<file path="config.mk">
export PLATFORM = sky130hd
export DESIGN_NAME = ils_decoder
export DESIGN_NICKNAME = d
export VERILOG_FILES = /design/src/rtl/ils_decoder_pkg.sv /design/src/rtl/ils_decoder_pipe_stage.sv /design/src/rtl/ils_decoder.sv
export SDC_FILE = /design/constraint.sdc
export NUM_CORES = 1
export LEC_CHECK = 0
export BUFFER_PORTS_ARGS = -buffer_cell sky130_fd_sc_hd__buf_2
export CAP_MARGIN = 20
export CORE_MARGIN = 2
export CORE_UTILIZATION = 45
export CTS_CLUSTER_DIAMETER = 120
export CTS_CLUSTER_SIZE = 8
export DETAILED_ROUTE_END_ITERATION = 6
export HOLD_SLACK_MARGIN = 0.08
export PLACE_DENSITY = 0.7
export SYNTH_ARGS = -nofsm -noshare
export SYNTH_HDL_FRONTEND = slang
export SYNTH_SLANG_ARGS = --single-unit
</file>
<file path="constraint.sdc">
create_clock -name clk -period 5.5 [get_ports clk]
set_input_delay 0.55 -clock clk [delete_from_list [all_inputs] [get_ports clk]]
set_output_delay 0.55 -clock clk [all_outputs]
set_load 0.03 [all_outputs]
</file>
<file path="src/rtl/ils_decoder_pkg.sv">
// ----------------------------------------------------------------------------
// ils_decoder_pkg
// Shared types and helpers for the RV32 I/LOAD/STORE decoder.
//   cls_e   : record class (ALU_I, LOAD, STORE, ILLEGAL)
//   OPC_*   : the three recognised major opcodes
//   s1_t    : stage-1 payload (classified fields + raw 12-bit immediate)
//   rec_t   : decoded output record (fields + sign-extended immediate)
//   classify / extract / assemble : combinational decode helpers
// ----------------------------------------------------------------------------
package ils_decoder_pkg;

   typedef enum logic [1:0] {
      CLS_ALU_I   = 2'd0,
      CLS_LOAD    = 2'd1,
      CLS_STORE   = 2'd2,
      CLS_ILLEGAL = 2'd3
   } cls_e;

   localparam logic [6:0] OPC_ALU_I = 7'b0010011;
   localparam logic [6:0] OPC_LOAD  = 7'b0000011;
   localparam logic [6:0] OPC_STORE = 7'b0100011;

   typedef struct packed {
      cls_e        cls;
      logic [4:0]  rd;
      logic [4:0]  rs1;
      logic [4:0]  rs2;
      logic [2:0]  funct3;
      logic [31:0] imm;
   } rec_t;

   // The immediate travels through stage 1 as its 12 raw bits, already
   // gathered from the I- or S-format positions; stage 2 sign-extends it.
   typedef struct packed {
      cls_e        cls;
      logic [4:0]  rd;
      logic [4:0]  rs1;
      logic [4:0]  rs2;
      logic [2:0]  funct3;
      logic [11:0] imm12;
   } s1_t;

   function automatic cls_e classify(input logic [31:0] instr);
      logic [6:0] f7;
      logic [2:0] f3;
      cls_e       c;
      f7 = instr[31:25];
      f3 = instr[14:12];
      c  = CLS_ILLEGAL;
      case (instr[6:0])
         OPC_ALU_I: begin
            c = CLS_ALU_I;
            // Shift-immediates reuse imm[11:5] as a function code.
            if (f3 == 3'd1 && f7 != 7'h00) c = CLS_ILLEGAL;
            if (f3 == 3'd5 && f7 != 7'h00 && f7 != 7'h20) c = CLS_ILLEGAL;
         end
         OPC_LOAD:  c = (f3 == 3'd3 || f3 == 3'd6 || f3 == 3'd7) ? CLS_ILLEGAL : CLS_LOAD;
         OPC_STORE: c = (f3 >= 3'd3) ? CLS_ILLEGAL : CLS_STORE;
         default:   c = CLS_ILLEGAL;
      endcase
      return c;
   endfunction

   function automatic s1_t extract(input logic [31:0] instr);
      s1_t s;
      s.cls    = classify(instr);
      // STORE has no destination; ALU_I/LOAD have no second source.
      s.rd     = (s.cls == CLS_STORE) ? 5'd0 : instr[11:7];
      s.rs1    = instr[19:15];
      s.rs2    = (s.cls == CLS_ALU_I || s.cls == CLS_LOAD) ? 5'd0 : instr[24:20];
      s.funct3 = instr[14:12];
      s.imm12  = (s.cls == CLS_STORE) ? {instr[31:25], instr[11:7]} : instr[31:20];
      return s;
   endfunction

   function automatic rec_t assemble(input s1_t s);
      rec_t r;
      r.cls    = s.cls;
      r.rd     = s.rd;
      r.rs1    = s.rs1;
      r.rs2    = s.rs2;
      r.funct3 = s.funct3;
      r.imm    = (s.cls == CLS_ILLEGAL) ? 32'd0 : {{20{s.imm12[11]}}, s.imm12};
      return r;
   endfunction

endpackage

</file>
<file path="src/rtl/ils_decoder_pipe_stage.sv">
// ----------------------------------------------------------------------------
// ils_pipe_stage
// One valid/ready register slice with a W-bit payload.
//   clk_i, rst_ni             : clock, asynchronous active-low reset
//   in_valid_i/in_ready_o/in_data_i    : upstream side
//   out_valid_o/out_ready_i/out_data_o : downstream side (registered)
//
// Handshake: a beat transfers on a side when valid && ready in the same
// cycle; valid never depends on ready, and a held beat keeps its data stable
// until it transfers. in_ready_o is combinational: the slice accepts when it
// is empty or when its current beat is leaving this cycle, so a full chain
// streams one beat per cycle with no bubbles.
// ----------------------------------------------------------------------------
module ils_pipe_stage #(
   parameter int W = 8
) (
   input  logic         clk_i,
   input  logic         rst_ni,
   input  logic         in_valid_i,
   output logic         in_ready_o,
   input  logic [W-1:0] in_data_i,
   output logic         out_valid_o,
   input  logic         out_ready_i,
   output logic [W-1:0] out_data_o
);

   logic         valid_q, valid_d;
   logic [W-1:0] data_q, data_d;

   assign in_ready_o  = !valid_q || out_ready_i;
   assign out_valid_o = valid_q;
   assign out_data_o  = data_q;

   always_comb begin
      valid_d = valid_q;
      data_d  = data_q;
      if (in_ready_o) begin
         valid_d = in_valid_i;
         // Data only loads on an accepted beat, so idle input never disturbs it.
         if (in_valid_i) data_d = in_data_i;
      end
   end

   always_ff @(posedge clk_i or negedge rst_ni) begin
      if (!rst_ni) begin
         valid_q <= 1'b0;
         data_q  <= '0;
      end else begin
         valid_q <= valid_d;
         data_q  <= data_d;
      end
   end

endmodule

</file>
<file path="src/rtl/ils_decoder.sv">
// ----------------------------------------------------------------------------
// ils_decoder
// Two-stage pipelined decoder for RV32 ALU-immediate, LOAD and STORE words,
// with saturating per-class counters of completed records.
//   clk, reset (async, active-low)
//   in_valid/in_ready/instr           : instruction input handshake
//   out_valid/out_ready               : record output handshake
//   cls, rd, rs1, rs2, funct3, imm    : decoded record (registered)
//   cnt_alu/load/store/illegal        : completed-record counts, CNT_W wide
// Stage 1 extracts fields and classifies; stage 2 builds the sign-extended
// immediate and is the output register.
// ----------------------------------------------------------------------------
module ils_decoder
   import ils_decoder_pkg::*;
#(
   parameter int CNT_W = 16
) (
   input  logic             clk,
   input  logic             reset,
   input  logic             in_valid,
   output logic             in_ready,
   input  logic [31:0]      instr,
   output logic             out_valid,
   input  logic             out_ready,
   output logic [1:0]       cls,
   output logic [4:0]       rd,
   output logic [4:0]       rs1,
   output logic [4:0]       rs2,
   output logic [2:0]       funct3,
   output logic [31:0]      imm,
   output logic [CNT_W-1:0] cnt_alu,
   output logic [CNT_W-1:0] cnt_load,
   output logic [CNT_W-1:0] cnt_store,
   output logic [CNT_W-1:0] cnt_illegal
);

   localparam int S1_W  = $bits(s1_t);
   localparam int REC_W = $bits(rec_t);

   s1_t              s1_in;
   logic [S1_W-1:0]  s1_data;
   logic             s1_valid;
   logic             s2_ready;
   rec_t             s2_in;
   logic [REC_W-1:0] s2_data;
   rec_t             rec;

   assign s1_in = extract(instr);

   ils_pipe_stage #(.W(S1_W)) u_s1 (
      .clk_i       (clk),
      .rst_ni      (reset),
      .in_valid_i  (in_valid),
      .in_ready_o  (in_ready),
      .in_data_i   (s1_in),
      .out_valid_o (s1_valid),
      .out_ready_i (s2_ready),
      .out_data_o  (s1_data)
   );

   assign s2_in = assemble(s1_t'(s1_data));

   ils_pipe_stage #(.W(REC_W)) u_s2 (
      .clk_i       (clk),
      .rst_ni      (reset),
      .in_valid_i  (s1_valid),
      .in_ready_o  (s2_ready),
      .in_data_i   (s2_in),
      .out_valid_o (out_valid),
      .out_ready_i (out_ready),
      .out_data_o  (s2_data)
   );

   assign rec    = rec_t'(s2_data);
   assign cls    = rec.cls;
   assign rd     = rec.rd;
   assign rs1    = rec.rs1;
   assign rs2    = rec.rs2;
   assign funct3 = rec.funct3;
   assign imm    = rec.imm;

   // Counters indexed by class encoding; one bumps per output handshake.
   logic [CNT_W-1:0] cnt_q [4];
   logic [CNT_W-1:0] cnt_d [4];

   always_comb begin
      for (int i = 0; i < 4; i++) cnt_d[i] = cnt_q[i];
      if (out_valid && out_ready && cnt_q[rec.cls] != {CNT_W{1'b1}})
         cnt_d[rec.cls] = cnt_q[rec.cls] + {{(CNT_W-1){1'b0}}, 1'b1};
   end

   always_ff @(posedge clk or negedge reset) begin
      if (!reset) begin
         for (int i = 0; i < 4; i++) cnt_q[i] <= '0;
      end else begin
         for (int i = 0; i < 4; i++) cnt_q[i] <= cnt_d[i];
      end
   end

   assign cnt_alu     = cnt_q[CLS_ALU_I];
   assign cnt_load    = cnt_q[CLS_LOAD];
   assign cnt_store   = cnt_q[CLS_STORE];
   assign cnt_illegal = cnt_q[CLS_ILLEGAL];

endmodule

</file>
==> flow_metrics.tcl, run 1 <==
set metrics [dict create \
    cp-start-kind "flip-flop" \
    cts_resized 0 \
    wl_microns 13600 \
    cts_buffer_depth 2 \
    fp-row-count 41 \
    core_area_sq_um 12700 \
    detailed_place_hpwl_microns 9580 \
    yosysTopAreaCellShare 0.555 \
    holdBufCountCts 0 \
    crit_required_ns 5.79 \
    ios 154 \
    area_delta_synth_final_pct 22.1 \
    antenna_cells 0 \
    finalCritPeriodShare 0.637 \
    drc 0 \
    layout-drive-gt1-share 0.334 \
    yosys-top-cells-area "dfrtp_1 55%, nand2_1 9.7%, o21ai_0 5.7%, mux2_2 4.0%, mux4_1 3.6%" \
    ys_ff_latch 130 \
    postSynthCellCount 533 \
    grt_max_degree 83 \
    fp.dieW_microns 118 \
    switching_power_mw 1.11 \
    dieArea_sq_um 14000 \
    grt_pass1_wl_microns 22300 \
    syn_area_per_cell_sq_um 11.0 \
    syn_nets 570 \
    num_vias 4374 \
    leakagePower_nw 3.57 \
    antenna_found_initial 0 \
    nets 702 \
    yosysSeqAreaShare 0.555 \
    clk_latency_ns 0.41 \
    path_clk_slew_ns 0.05 \
    synth_top_area_cell "dfrtp_1" \
    grtUsageTotal 0.204 \
    setup_viol 0 \
    root_buffer "clkbuf_16" \
    clock_power_share 0.340 \
    drt_iter0_drc 302 \
    worstPathCellList "mux4_2 > ha_1 > nand2_1 > o22ai_1 > nand4b_2 > o21ai_2 > mux2_1" \
    placed_area_sq_um 6540 \
    hold_viol_final 0 \
    endpoint_kind "flip-flop" \
    post-route-util 0.565 \
    nFillCells 1099 \
    instances_no_fill 848 \
    drv_cap 0 \
    yosys_warnings 0 \
    ant_nets 0 \
    die_y_microns 118 \
    reg2reg_setup_slack_ns 1.99 \
    cp_max_fo 29 \
    grt_pass1_vias 4303 \
    relSlewSlack 0.317 \
    viasPerCell 5.16 \
    period_minus_slack_ns 3.51 \
    layout_setup_ws_ns 1.99 \
    maxSlewViolCount 0 \
    p_comb_frac 0.277 \
    synthesis.area_sq_um 5860 \
    cp_top_family "compound AO/OA/AOI/OAI gates" \
    overflow 0 \
    cts_tree "done" \
    pre_cts_slack_ns 1.87 \
    dp.cells 816 \
    critical-path-slowest-cell "dfrtp_1" \
    clock-sinks 130 \
    intPower_mw 2.13 \
    tightest_slew_ns 1.03 \
    power_density_nw_per_um2 453 \
    post_cts_buffers 0 \
    h-tree-depth 4 \
    critPathArrivalTime_ns 3.80 \
    wl_per_cell_microns 16.1 \
    initial_utilization 0.463 \
    peakVddDrop_mv 0.233 \
    status "finished, final reports clean" \
    max_stage_delay_ns 0.90 \
    cts_buffers 17 \
    p_seq_frac 0.384 \
    switching_share 0.343 \
    place.gp.congestion 0.786 \
    whs_ns 0.0846 \
    skew_ns 0.00978 \
    critical_path_class "reg2reg" \
    crit_buf_inv 0 \
    setup_tns_ns 0 \
    fmax_mhz 285 \
    numPortBuffers 153 \
    synth_cell_type_count 43 \
    total_power_mw 3.24 \
    hp-class "in2async" \
    firstDrtPassIters 6 \
    rsz0062_at_grt "false" \
    stdcell_area_sq_um 7160 \
]
-- power by group through the flow --
stage / registers (mW) / clock network (mW) / logic [mW]
3_5_place_dp: 1.26 / 0 / 0.900
3_3_place_gp: 1.25 / 0 / 0.886
5_1_grt: 1.27 / 1.17 / 0.962
2_1_floorplan: 1.47 / 0 / 0.451
4_1_cts: 1.25 / 1.12 / 0.903
6_report: 1.24 / 1.10 / 0.897
-- area by class of cell --
cell class / instances / area (sq um) / share of cell area
Multi-Input combinational cell: 353 / 2250 / 0.314
Clock inverter: 5 / 75.1 / 0.0105
Clock buffer: 25 / 505 / 0.0706
Timing Repair Buffer: 161 / 856 / 0.120
Tap cell: 172 / 215 / 0.0301
Sequential cell: 130 / 3250 / 0.454
Inverter: 2 / 7.51 / 0.00105
-- registers in the layout (all words and copies together), names as in the netlist --
| register | count |
|---|---|
| cnt_load | 16 |
| u_s1.out_valid_o | 1 |
| u_s1.out_data_o | 32 |
| u_s2.out_valid_o | 1 |
| cnt_illegal | 16 |
| cnt_alu | 16 |
| cnt_store | 16 |
| u_s2.out_data_o | 32 |
-- kinds of logic (layout without fill, tap and decap cells) --
group,Yosys count,count (layout),share of synthesized area
buffers and inverters,50,193,0.0619
xor gates and xnor gates,17,17,0.0254
muxes,48,48,0.126
adders and majority gates,1,1,0.00213
and+or+nand+nor,191,191,0.140
DFF,130,130,0.555
AOI/OAI and AO/OA,96,96,0.0898
-- per-layer routing --
metal  part of all wire  global-route usage  vias up
met1               0.42               0.253     2130
met5                  0                   0        -
li1                   -                   -     2066
met4             0.0092              0.0602        0
met3              0.073              0.0734       15
met2               0.50               0.336      163
-- cells in the mapped netlist (all sizes together) --
| cell type | number |
|---|---|
| o31ai | 1 |
| mux4 | 16 |
| buf | 38 |
| dfrtp | 130 |
| a22o | 5 |
| a21o | 1 |
| or3b | 1 |
| nand2 | 151 |
| mux2i | 8 |
| xor2 | 7 |
| a211oi | 1 |
| inv | 2 |
| nand4 | 2 |
| o21ai | 80 |
| xnor2 | 10 |
| or4 | 1 |
| and2 | 1 |
| ha | 1 |
| nor2b | 5 |
| clkbuf | 10 |
| mux2 | 24 |
| nand4b | 1 |
| nand2b | 5 |
| a21oi | 6 |
| a2111oi | 1 |
| and3 | 3 |
| nor2 | 9 |
| nor3b | 2 |
| nand3 | 4 |
| nor3 | 5 |
| nand3b | 1 |
| o22ai | 1 |
-- worst paths after layout --
kind | to | depth (start not counted) | from
max in group asynchronous | u_s2.out_data_o[45] | 3 | reset
setup / recovery | cnt_load[1] | 7 | u_s2.out_data_o[51]
hold / removal | cnt_store[6] | 1 | reset
min in group clk | u_s1.out_data_o[23] | 3 | instr[18]
hold reg to reg | u_s1.out_data_o[22] | 2 | u_s1.out_data_o[22]
setup reg to reg | cnt_load[1] | 7 | u_s2.out_data_o[51]
-- cells in the final DEF, fill, tap and decap left out, types with 2 or more instances in the layout --
master / synthesis / final
mux4_2: 8 / 8
buf_4: 21 / 7
nor2_1: 9 / 9
o21ai_2: 4 / 4
clkbuf_16: 0 / 17
mux2i_1: 8 / 8
o21ai_0: 67 / 67
nand3_1: 3 / 3
and3_1: 3 / 3
o21ai_1: 9 / 9
clkbuf_1: 10 / 3
dfrtp_1: 130 / 130
clkinv_2: 0 / 3
xnor2_1: 10 / 10
buf_2: 5 / 152
xor2_1: 7 / 7
a21oi_1: 6 / 6
mux2_2: 21 / 21
clkbuf_8: 0 / 5
mux4_1: 8 / 8
bufinv_16: 0 / 2
inv_1: 2 / 2
nand2b_1: 5 / 5
nor2b_1: 5 / 5
mux2_1: 3 / 3
nand2_1: 151 / 151
nor3_1: 5 / 5
a22o_1: 5 / 5
-- worst register-to-register path, delay by kind of cell (launching register included) --
| kind | cells | cell delay (ns) |
|---|---|---|
| AOI/OAI and AO/OA | 2 | 1.19 |
| DFF | 1 | 0.90 |
| muxes | 2 | 0.78 |
| and+or+nand+nor | 2 | 0.32 |
| adders and majority gates | 1 | 0.22 |
Power figures use the tool's default switching activity.
==> run 2, diff against run 1 <==
--- a/config.mk
+++ b/config.mk
@@ -13,7 +13,7 @@
 export CTS_CLUSTER_SIZE = 8
 export DETAILED_ROUTE_END_ITERATION = 6
 export HOLD_SLACK_MARGIN = 0.08
-export PLACE_DENSITY = 0.7
+export PLACE_DENSITY = 0.72
 export SYNTH_ARGS = -nofsm -noshare
 export SYNTH_HDL_FRONTEND = slang
 export SYNTH_SLANG_ARGS = --single-unit
==> constraint.sdc (replaced) <==
create_clock -name clk -period 3.1 [get_ports clk]
set_input_delay 0.31 -clock clk [delete_from_list [all_inputs] [get_ports clk]]
set_output_delay 0.31 -clock clk [all_outputs]
set_load 0.03 [all_outputs]
==> flow_metrics.tcl, run 2 (synthesis results as in run 1) <==
set metrics [dict create \
    status "finished, final reports clean" \
    wl_microns 13800 \
    tightest_slew_ns 0.787 \
    grt_pass1_vias 4519 \
    rr_endpoint "cnt_store[4]" \
    cp_top_family "simple AND/OR/NAND/NOR gates" \
    critical_path.most_common_cell "buf_4" \
    multi_input_area_sq_um 2250 \
    drv_cap 0 \
    worstReg2RegStart "u_s2.out_data_o[50]" \
    min-delay-start "instr[28]" \
    initial_utilization 0.463 \
    reg2reg_setup_slack_ns 0.39 \
    nFillCells 1084 \
    final_common_cell "buf_2" \
    nets 716 \
    overflow 0 \
    rsz0062_at_grt "false" \
    drc 0 \
    p_comb_frac 0.276 \
    core_area_sq_um 12700 \
    die_y_microns 118 \
    path_clk_slew_ns 0.06 \
    clk_latency_ns 0.41 \
    power_density_nw_per_um2 810 \
    finalCritPeriodShare 0.875 \
    hold-path-endpoint "u_s1.out_data_o[8]" \
    max_stage_delay_ns 0.47 \
    ios 154 \
    skew_ns 0.00582 \
    period_minus_slack_ns 2.71 \
    cp_max_fo 17 \
    firstDrtPassIters 4 \
    cp-start-kind "flip-flop" \
    cts_buffer_depth 2 \
    numPortBuffers 153 \
    grt_max_degree 66 \
    area_delta_synth_final_pct 24.8 \
    setup_tns_ns 0 \
    root_buffer "clkbuf_16" \
    regArea_sq_um 3250 \
    antenna_cells 0 \
    num_vias 4419 \
    fmax_mhz 369 \
    drt_iter0_drc 264 \
    grt_pass1_wl_microns 23000 \
    h-tree-depth 4 \
    final_cell_mix "152 x buf_2, 151 x nand2_1, 130 x dfrtp_1, 67 x o21ai_0, 21 x mux2_2" \
    hp-class "in2reg" \
    critPathArrivalTime_ns 2.98 \
    crit_buf_inv 2 \
    crit_required_ns 3.37 \
    post-route-util 0.577 \
    maxSlewViolCount 0 \
    reg2regPathDepth 7 \
    clock_power_share 0.356 \
    ant_nets 0 \
    hold_viol_final 0 \
    switching_power_mw 2.05 \
    cts_resized 0 \
    peakVddDrop_mv 0.453 \
    relSlewSlack 0.473 \
    place.gp.congestion 0.851 \
    wl_per_cell_microns 16.0 \
    detailed_place_hpwl_microns 10100 \
    viasPerCell 5.11 \
    layout-drive-gt1-share 0.345 \
    critical-path-slowest-cell "or3b_4" \
    antenna_found_initial 0 \
    setup_viol 0 \
    worstPathCellList "buf_4 > mux4_1 > nand4_2 > or3b_4 > o21ai_2 > buf_4 > o21ai_0" \
    cts_buffers 17 \
    intPower_mw 3.88 \
    grtUsageTotal 0.209 \
    total_power_mw 5.93 \
    fp-row-count 41 \
    whs_path_depth 3 \
    leakagePower_nw 3.64 \
    dieArea_sq_um 14000 \
    cts_tree "done" \
    p_seq_frac 0.369 \
    fp.dieW_microns 118 \
    endpoint_kind "flip-flop" \
    critical_path_class "reg2reg" \
    switching_share 0.346 \
    clock-sinks 130 \
]
run 2: changes by cell type in the layout (fill, tap and decap cells not counted), moves of 2 or more:
| cell | change |
|---|---|
| buf_4 | +9 |
| clkbuf_1 | -3 |
| inv_6 | +3 |
| clkinvlp_4 | +2 |
| clkinv_4 | +4 |
| bufinv_16 | +2 |
| dlygate4sd3_1 | +6 |
| clkbuf_8 | -5 |
run 2: cell type report:
class,count,area share
Inverter,2,0.00103
Clock inverter,15,0.0282
Clock buffer,17,0.0581
Timing Repair Buffer,175,0.131
Multi-Input combinational cell,353,0.307
Sequential cell,130,0.445
Tap cell,172,0.0294
run 2: through the flow:
step / hold WS [ns] / std cells / cell area, sq um / worst slack, ns
after floorplan: 0.0144 / 533 / 5860 / 0.389
after global placement: 0.219 / 826 / 6620 / 0.487
after detailed placement: 0.228 / 826 / 6620 / 0.333
after CTS: 0.0844 / 864 / 7320 / 0.322
after global routing: 0.110 / 864 / 7320 / 0.189
final: 0.0990 / 864 / 7320 / 0.387
run 2: timing repair:
item	CTS	global route
buffers inserted	0	0
hold buffers	6	0
hold endpoints to repair	26	0
run 2: power by group through the flow:
stage          logic, mW  registers [mW]  clock network, mW
3_5_place_dp        1.64            2.22                  0
5_1_grt             1.76            2.22               2.24
3_3_place_gp        1.62            2.20                  0
6_report            1.63            2.19               2.11
2_1_floorplan      0.801            2.60                  0
4_1_cts             1.65            2.19               2.15
run 2: worst register-to-register path, cell delays in order, from the launching register on:
cell and delay [ns]:
dfrtp_1 0.42, buf_4 0.32, mux4_1 0.41, nand4_2 0.15, or3b_4 0.47, o21ai_2 0.43, buf_4 0.27, o21ai_0 0.10
run 2: layer usage:
metal  global-route usage  share of wire  up-vias
li1                     -              -     2098
met3               0.0627          0.075       24
met4               0.0866          0.022        0
met5                    0              0        -
met1                0.261           0.41     2108
met2                0.338           0.49      189
run 2: how the worst max path moves through the flow:
stage,from,endpoint,slack (ns),cells past startpoint
6_report,u_s2.out_data_o[50],cnt_store[4],0.39,7
3_3_place_gp,u_s2.out_data_o[50],cnt_illegal[1],0.49,6
5_1_grt,u_s2.out_data_o[50],cnt_illegal[6],0.19,8
2_1_floorplan,u_s2.out_data_o[50],cnt_alu[1],0.39,10
3_5_place_dp,u_s2.out_data_o[50],cnt_illegal[6],0.33,8
4_1_cts,u_s2.out_data_o[50],cnt_illegal[6],0.32,8
==> run 3, diff against run 2 <==
--- a/config.mk
+++ b/config.mk
@@ -5,7 +5,7 @@
 export SDC_FILE = /design/constraint.sdc
 export NUM_CORES = 1
 export LEC_CHECK = 0
-export BUFFER_PORTS_ARGS = -buffer_cell sky130_fd_sc_hd__buf_2
+export BUFFER_PORTS_ARGS = -buffer_cell sky130_fd_sc_hd__buf_4
 export CAP_MARGIN = 20
 export CORE_MARGIN = 2
 export CORE_UTILIZATION = 45
==> flow_metrics.tcl, run 3 (synthesis results as in run 1) <==
set metrics [dict create \
    relSlewSlack 0.427 \
    ios 154 \
    detailed_place_hpwl_microns 10200 \
    drc 0 \
    num_vias 4461 \
    setup_viol 0 \
    path_clk_slew_ns 0.06 \
    antenna_cells 0 \
    wl_microns 14300 \
    cp_max_fo 17 \
    firstDrtPassIters 4 \
    numPortBuffers 153 \
    rsz0062_at_grt "false" \
    cp-start-kind "flip-flop" \
    clk_latency_ns 0.42 \
    grtUsageTotal 0.217 \
    tightest_slew_ns 0.856 \
    endpoint_kind "flip-flop" \
    finalCritPeriodShare 0.893 \
    cts_resized 0 \
    ant_nets 0 \
    setup_tns_ns 0 \
    leakagePower_nw 3.74 \
    fp-row-count 41 \
    power_density_nw_per_um2 800 \
    crit_required_ns 3.43 \
    wl_per_cell_microns 16.6 \
    dieArea_sq_um 14000 \
    place.gp.congestion 0.855 \
    h-tree-depth 4 \
    antenna_found_initial 0 \
    grt_pass1_vias 4449 \
    status "finished, final reports clean" \
    hold-path-endpoint "u_s1.out_data_o[13]" \
    reg2regPathDepth 8 \
    die_y_microns 118 \
    worstReg2RegStart "u_s2.out_data_o[50]" \
    fp.dieW_microns 118 \
    final_common_cell "buf_4" \
    period_minus_slack_ns 2.77 \
    cts_buffers 17 \
    skew_ns 0.00785 \
    drv_cap 0 \
    whs_path_depth 3 \
    drt_iter0_drc 308 \
    maxSlewViolCount 0 \
    hold_viol_final 0 \
    nets 717 \
    final_cell_mix "163 x buf_4, 151 x nand2_1, 130 x dfrtp_1, 67 x o21ai_0, 21 x mux2_2" \
    viasPerCell 5.16 \
    area_delta_synth_final_pct 32.4 \
    rr_endpoint "cnt_load[13]" \
    hp-class "in2reg" \
    grt_max_degree 78 \
    whs_ns 0.116 \
    critPathArrivalTime_ns 3.09 \
    root_buffer "clkbuf_16" \
    total_power_mw 6.21 \
    min-delay-start "instr[13]" \
    fmax_mhz 361 \
    critical_path_class "reg2reg" \
    clock-sinks 130 \
    layout-drive-gt1-share 0.339 \
    grt_pass1_wl_microns 23500 \
    initial_utilization 0.463 \
    peakVddDrop_mv 0.406 \
    startpoint "u_s2.out_data_o[50]" \
    core_area_sq_um 12700 \
    cts_buffer_depth 2 \
    cts_tree "done" \
    reg2reg_setup_slack_ns 0.33 \
    overflow 0 \
]
[run 3: cell count changes in the layout (fill, tap and decap cells not counted)]
cell | previous run | this run
dlygate4sd3_1 | 6 | 10
clkbuf_1 | 0 | 1
buf_12 | 1 | 3
clkbuf_8 | 0 | 6
clkinv_4 | 4 | 1
inv_6 | 3 | 0
clkinvlp_4 | 2 | 1
buf_4 | 16 | 163
buf_2 | 152 | 0
[run 3: layout make-up]
class | instances | area (sq um)
Fill cell | 1006 | 4910
Sequential cell | 130 | 3250
Multi-Input combinational cell | 353 | 2250
Timing Repair Buffer | 176 | 1380
Clock buffer | 24 | 512
Tap cell | 172 | 215
Clock inverter | 8 | 146
Inverter | 2 | 7.51
[run 3: power breakdown]
| part | switching (mW) | total (mW) | internal (mW) |
|---|---|---|---|
| registers | 0.235 | 2.21 | 1.97 |
| clock network | 0.717 | 2.19 | 1.47 |
| logic | 1.10 | 1.82 | 0.718 |
[run 3: stage by stage]
stage	instances	area [sq um]	setup WS, ns	util
floorplan	533	5860	0.389	-
global placement	823	7010	0.508	0.553
detailed placement	823	7010	0.392	0.553
CTS	864	7750	0.343	0.612
global route	865	7760	0.185	0.613
finish	865	7760	0.331	0.613
[run 3: worst max-delay path by stage]
stage	end	slack (ns)	depth (start not counted)
final	cnt_load[13]	0.33	8
after global routing	cnt_load[13]	0.19	9
after CTS	cnt_load[13]	0.34	8
after detailed placement	cnt_load[13]	0.39	8
after global placement	cnt_load[9]	0.51	7
after floorplan	cnt_alu[1]	0.39	10
[run 3: repair_timing]
| item | 4_1_cts | 5_1_grt |
|---|---|---|
| hold buffers | 9 | 1 |
| setup buffers | 0 | 0 |
| hold endpoints to repair | 61 | 1 |
[run 3: critical path: stages (launching register included)]
cell	delay, ns
dfrtp_1	0.42
buf_4	0.32
mux4_1	0.41
nand4_2	0.17
or3b_4	0.47
o21ai_2	0.39
buf_4	0.28
nand2_1	0.09
o21ai_0	0.10
[run 3: layer usage]
| layer | vias to the layer above | track usage | share of wire |
|---|---|---|---|
| li1 | 2095 | - | - |
| met1 | 2182 | 0.271 | 0.41 |
| met2 | 173 | 0.351 | 0.50 |
| met3 | 11 | 0.0845 | 0.081 |
| met4 | 0 | 0.0640 | 0.0091 |
| met5 | - | 0 | 0 |
